==> src/rtl/eth_phy_10g_rx_descramble_ber_pkg.sv <==
// Shared 10GBASE-R receive-side PHY definitions: BER monitor states,
// sync-header codes and the self-synchronous scrambler taps.
package eth_phy_10g_rx_descramble_ber_pkg;

  // Sync-header codes carried in front of every 64-bit block.
  localparam logic [1:0] SYNC_DATA = 2'b01;
  localparam logic [1:0] SYNC_CTRL = 2'b10;

  // Scrambler polynomial 1 + x^39 + x^58.
  localparam int SCR_TAP_A = 39;
  localparam int SCR_TAP_B = 58;

  // BER monitor states, one-hot.
  typedef enum logic [2:0] {
    BER_INIT  = 3'b001,
    BER_COUNT = 3'b010,
    BER_HIGH  = 3'b100
  } ber_state_t;

  // A header is only valid when it is one of the two legal sync codes.
  function automatic logic hdr_invalid(input logic [1:0] hdr);
    return !((hdr == SYNC_DATA) || (hdr == SYNC_CTRL));
  endfunction

endpackage

==> src/rtl/eth_phy_10g_rx_descramble_ber_descrambler.sv <==
// Self-synchronous 1 + x^39 + x^58 descrambler, one block per clock.
// Bit 0 of each block is the earliest bit on the line; the 58-bit
// history holds the most recently received scrambled bits, with the
// newest bit at the top.
module eth_phy_10g_descrambler
  import eth_phy_10g_rx_descramble_ber_pkg::*;
#(
  parameter int DATA_W = 64
) (
  input  logic              clk,
  input  logic              rst,
  input  logic [DATA_W-1:0] scr_data,
  output logic [DATA_W-1:0] dscr_data
);

  localparam int HIST_W = SCR_TAP_B;
  localparam int EXT_W  = DATA_W + HIST_W;

  logic [HIST_W-1:0] hist_p0;
  logic [EXT_W-1:0]  ext;
  logic [DATA_W-1:0] dscr;

  // Line-ordered view: history below, current block above.
  assign ext = {scr_data, hist_p0};

  // Each output bit cancels the two taps 39 and 58 bits earlier on the line.
  always_comb begin
    dscr = '0;
    for (int i = 0; i < DATA_W; i++) begin
      dscr[i] = ext[i + HIST_W] ^ ext[i + HIST_W - SCR_TAP_A] ^ ext[i + HIST_W - SCR_TAP_B];
    end
  end

  // Stage p0 -> p1: keep the newest 58 scrambled bits and register the payload.
  always_ff @(posedge clk) begin
    if (rst) begin
      hist_p0   <= '0;
      dscr_data <= '0;
    end else begin
      hist_p0   <= ext[EXT_W-1 -: HIST_W];
      dscr_data <= dscr;
    end
  end

endmodule

==> src/rtl/eth_phy_10g_rx_descramble_ber.sv <==
// 10GBASE-R receive descrambler with high-BER monitor. Payload goes
// through the descrambler sub-module with one cycle of latency, the
// sync header is delayed to match, and invalid headers are counted
// per 125 us window to raise the high-BER status.
module eth_phy_10g_rx_descramble_ber
  import eth_phy_10g_rx_descramble_ber_pkg::*;
#(
  parameter int DATA_WIDTH  = 64,
  parameter int HDR_WIDTH   = 2,
  parameter int COUNT_125US = 19531,
  parameter int BER_LIMIT   = 16
) (
  input  logic                  clk,
  input  logic                  rst,
  input  logic [DATA_WIDTH-1:0] i_serdes_rx_data,
  input  logic [HDR_WIDTH-1:0]  i_serdes_rx_hdr,
  input  logic                  i_rx_block_lock,
  output logic [DATA_WIDTH-1:0] o_rx_data,
  output logic [HDR_WIDTH-1:0]  o_rx_hdr,
  output logic                  o_rx_high_ber,
  output logic [5:0]            o_rx_ber_cnt
);

  localparam int                 TIMER_W    = (COUNT_125US > 1) ? $clog2(COUNT_125US) : 1;
  localparam logic [TIMER_W-1:0] TIMER_LAST = TIMER_W'(COUNT_125US - 1);
  localparam logic [5:0]         CNT_MAX    = 6'd63;
  localparam logic [6:0]         LIMIT      = 7'(BER_LIMIT);

  ber_state_t         state;
  logic [TIMER_W-1:0] timer;
  logic [5:0]         ber_cnt;
  logic               hi_ber;
  logic [HDR_WIDTH-1:0] hdr_p1;

  logic       hdr_bad;
  logic       win_end;
  logic [5:0] cnt_next;

  // Saturating increment of the invalid-header counter.
  function automatic logic [5:0] sat_inc(input logic [5:0] cnt, input logic inc);
    if (inc && (cnt != CNT_MAX)) begin
      return cnt + 6'd1;
    end
    return cnt;
  endfunction

  eth_phy_10g_descrambler #(
    .DATA_W (DATA_WIDTH)
  ) u_descrambler (
    .clk       (clk),
    .rst       (rst),
    .scr_data  (i_serdes_rx_data),
    .dscr_data (o_rx_data)
  );

  // Stage p0 -> p1: header travels alongside the descrambled payload.
  always_ff @(posedge clk) begin
    if (rst) begin
      hdr_p1 <= '0;
    end else begin
      hdr_p1 <= i_serdes_rx_hdr;
    end
  end

  assign o_rx_hdr = hdr_p1;

  // Per-cycle header classification and the count including this header.
  always_comb begin
    hdr_bad  = hdr_invalid(i_serdes_rx_hdr);
    win_end  = (timer == TIMER_LAST);
    cnt_next = sat_inc(ber_cnt, hdr_bad);
  end

  // BER window FSM: lock loss wins over every other event; at window end the
  // closing count (including the window-end header) decides high-BER for the
  // next window, mid-window the registered count promotes COUNT to HIGH.
  always_ff @(posedge clk) begin
    if (rst || !i_rx_block_lock) begin
      state   <= BER_INIT;
      timer   <= '0;
      ber_cnt <= '0;
      hi_ber  <= 1'b0;
    end else begin
      unique case (state)
        BER_INIT: begin
          state   <= BER_COUNT;
          timer   <= '0;
          ber_cnt <= '0;
          hi_ber  <= 1'b0;
        end
        BER_COUNT, BER_HIGH: begin
          if (win_end) begin
            timer   <= '0;
            ber_cnt <= '0;
            if ({1'b0, cnt_next} >= LIMIT) begin
              state  <= BER_HIGH;
              hi_ber <= 1'b1;
            end else begin
              state  <= BER_COUNT;
              hi_ber <= 1'b0;
            end
          end else begin
            timer   <= timer + 1'b1;
            ber_cnt <= cnt_next;
            if ((state == BER_COUNT) && ({1'b0, ber_cnt} >= LIMIT)) begin
              state  <= BER_HIGH;
              hi_ber <= 1'b1;
            end
          end
        end
        default: begin
          state   <= BER_INIT;
          timer   <= '0;
          ber_cnt <= '0;
          hi_ber  <= 1'b0;
        end
      endcase
    end
  end

  assign o_rx_high_ber = hi_ber;
  assign o_rx_ber_cnt  = ber_cnt;

endmodule

==> config.mk <==
export PLATFORM = sky130hd
export DESIGN_NAME = eth_phy_10g_rx_descramble_ber
export DESIGN_NICKNAME = d
export VERILOG_FILES = /design/src/rtl/eth_phy_10g_rx_descramble_ber_pkg.sv /design/src/rtl/eth_phy_10g_rx_descramble_ber_descrambler.sv /design/src/rtl/eth_phy_10g_rx_descramble_ber.sv
export SDC_FILE = /design/constraint.sdc
export NUM_CORES = 1
export LEC_CHECK = 0
export CORE_UTILIZATION = 44
export CTS_CLUSTER_DIAMETER = 200
export DETAILED_ROUTE_END_ITERATION = 10
export GPL_ROUTABILITY_DRIVEN = 0
export GPL_TIMING_DRIVEN = 0
export PLACE_DENSITY = 0.79
export SYNTH_ARGS = -nofsm -noshare
export SYNTH_HDL_FRONTEND = slang
export SYNTH_HIERARCHICAL = 1
export SYNTH_SLANG_ARGS = --single-unit
==> constraint.sdc <==
create_clock -name clk -period 1.7 [get_ports clk]
set_clock_uncertainty 0.2 [all_clocks]
set_input_delay 0.255 -clock clk [delete_from_list [all_inputs] [get_ports clk]]
set_output_delay 0.255 -clock clk [all_outputs]
set_load 0.01 [all_outputs]
==> results_dict.tcl <==
set metrics [dict create \
    status "completed" \
    r2r_setup_slack_ns 0.0009 \
    antenna_cells 0 \
    viasPerCell 4.85 \
    post_synth.cell_area_avg_um2 11.4 \
    p_leak_nw 3.32 \
    final_core_util_pct 63.3 \
    synth_edf_count 0 \
    critical-path-slowest-cell "or4b_4" \
    drtIter0Drc 235 \
    async_flop_share_pct 0 \
    endpoint_kind "flop" \
    dieArea_um2 13400 \
    p_seq_share_pct 44.4 \
    drv_slew 0 \
    grt_max_degree 17 \
    critical_path_required_ns 1.80 \
    synth_area_um2 5680 \
    max_stage_delay_ns 0.47 \
    drc 0 \
    peakVddDrop_uv 533 \
    track_usage_pct 21.7 \
    avgRoutedWirePerCell_um 16.6 \
    grt_pass1_wl_um 21300 \
    path_cells "ha_4 -> and4_4 -> or4b_4 -> xor2_2 -> nor2_2" \
    htreeDepth 4 \
    grt_pass1_vias 4202 \
    synth-main-ff-cell "dfxtp_1" \
    cp-start-kind "flop" \
    hold_viol 0 \
    detail-route-antenna-nets 0 \
    rsz0062_at_grt "yes" \
    grt_overflow_total 0 \
    core_area_um2 12600 \
    pin_count 142 \
    hpwl_um 9980 \
    root_buffer "clkbuf_16" \
    fin_ws_ns 0.000863 \
    r2r_cells 5 \
    ys_ff_latch 149 \
    port_buffers 141 \
    area_delta_synth_final_pct 40.7 \
    layout_worst_path_cycle_share_pct 99.9 \
    ys_seq_area_share_pct 52.5 \
    max-slew-margin-rel_pct 66.1 \
    p_per_area_nw_per_um2 1070 \
    finalSetupViolCount 0 \
    place_ws_ns -0.573 \
    cp_max_fo 3 \
    clkPwrFrac_pct 43.3 \
    die_x_um 116 \
    clockBufferDepth 2 \
    worstSkewPairLatency_ns 0.41 \
    dp.cells 813 \
    cts_buffers 17 \
    reg2reg_to "timer[14]" \
    cts_tree "done" \
    worstMarginPinSlew_ns 0.506 \
    max_freq_ghz 0.589 \
    synth.distinct_cells 40 \
    worstSetupEndpoint "timer[14]" \
    min_period_ns 1.70 \
    cp-startpoint "timer[1]" \
    vias 4125 \
    cap_violations 0 \
    p_sw_share_pct 22.7 \
    die_h_um 116 \
    worstSetupPathType "flop to flop" \
    synthCells 500 \
    combPwrFrac_pct 12.3 \
    num_rows 41 \
    whs_ns 0.104 \
    yosys_warnings 6 \
    antenna_found_initial 0 \
    rr_startpoint "timer[1]" \
    drt_first_pass_iters 4 \
    syn_nets 572 \
    drive_gt1_share_pct 19.9 \
    nNetsFinal 739 \
    min_path_type "input port to flop" \
    initial_utilization_pct 45.0 \
    p_sw_w 0.00195 \
    fin_cells 851 \
    internal_power_w 0.00663 \
    clkTransAtPathRegs_ns 0.06 \
    wirelength_um 14100 \
    critPathArrivalTime_ns 1.80 \
    clock_sinks 149 \
]
## per-stage QoR
step	power [W]	setup TNS [ns]	area (um2)
4_1_cts	0.00865	0	7920
3_5_place_dp	0.00504	-56.91	7320
5_1_grt	0.00890	-0.130	7990
3_3_place_gp	0.00502	-53.35	7320
2_1_floorplan	0.00443	-0.0120	5690
6_report	0.00859	0	7990
## sequential cells by signal, indices dropped and copies added (netlist names)
signal	count
o_rx_hdr	2
u_descrambler/hist_p0	58
state	3
u_descrambler/dscr_data	64
timer	15
o_rx_high_ber	1
o_rx_ber_cnt	6
## cells in the final DEF, fill, tap and decap left out, types with 10 or more instances in the layout
cell             instances
dfxtp_1                140
nor2b_1                 73
dlygate4sd2_1           73
clkdlybuf4s50_1         67
xnor2_1                 63
nor2_1                  61
mux2_2                  54
clkbuf_16               17
buf_4                   10
xnor3_1                 10
## power groups by stage
stage                     clock (W)  sequential (W)  combinational [W]
after floorplan                   0         0.00395           0.000474
after global placement            0         0.00389            0.00113
after detailed placement          0         0.00390            0.00115
after CTS                   0.00377         0.00381            0.00106
after global routing        0.00394         0.00383            0.00113
final                       0.00372         0.00381            0.00106
## metal layers
metal	global-route usage, %	wire length [um]	vias to the layer above
met5	0	0	-
met3	5.86	850	15
met2	39.2	7180	123
li1	-	-	1990
met4	7.09	157	0
met1	24.8	5900	1997
## cell type report
cell class	instances	area, um2
clock buffer	19	433
buffer	15	116
tap	172	215
timing repair buffer	148	1380
fill	997	4630
clock inverter	12	156
inverter	5	18.8
multi-input combinational	331	2680
sequential	149	3000
## worst max-delay path: cells and delay by family, from the launching register on
| kind | cells | cell delay [ns] |
|---|---|---|
| simple gates | 3 | 0.73 |
| flops | 1 | 0.38 |
| xor+xnor | 1 | 0.15 |
| fa+ha+maj | 1 | 0.13 |
## worst min path at each step
stage	startpoint	endpoint	slack, ns	cells past startpoint
finish	rst	o_rx_hdr[0]	0.10	2
global route	rst	o_rx_hdr[0]	0.1	2
CTS	rst	o_rx_hdr[0]	0.1	2
detailed placement	timer[0]	timer[0]	0.28	1
global placement	timer[0]	timer[0]	0.26	1
floorplan	rst	o_rx_hdr[0]	0.13	1
## cells by family after synthesis
| kind of cell | after synthesis | synth area share, % |
|---|---|---|
| xor gates and xnor gates | 81 | 14.9 |
| buffers and inverters | 20 | 2.16 |
| DFF | 149 | 52.5 |
| adders and majority gates | 3 | 0.661 |
| muxes | 55 | 10.9 |
| AOI/OAI and AO/OA | 17 | 2.11 |
| and+or+nand+nor | 175 | 16.7 |
## what timing repair did
item | CTS | global route
cloned | 0 | 0
setup endpoints to repair | 165 | 20
buffers inserted | 6 | 1
pin swaps | 5 | 5
gates resized for setup | 91 | 18
hold buffers | 0 | 0
## synth_stat cells (all sizes together), types with 3 or more instances
master,n,share of area [%]
a31oi,4,0.44
nor3,6,0.82
nand2,8,0.53
buf,11,1.6
nand3,5,0.44
a21oi,3,0.26
nand4,6,0.77
nor2,62,4.1
xnor3,10,4.0
nor2b,73,8.0
clkbuf,4,0.26
ha,3,0.66
inv,5,0.33
xor2,8,1.2
nor4,5,0.55
dfxtp,149,53
xnor2,63,9.7
mux2,54,11
(Power assumes the default switching activity.)
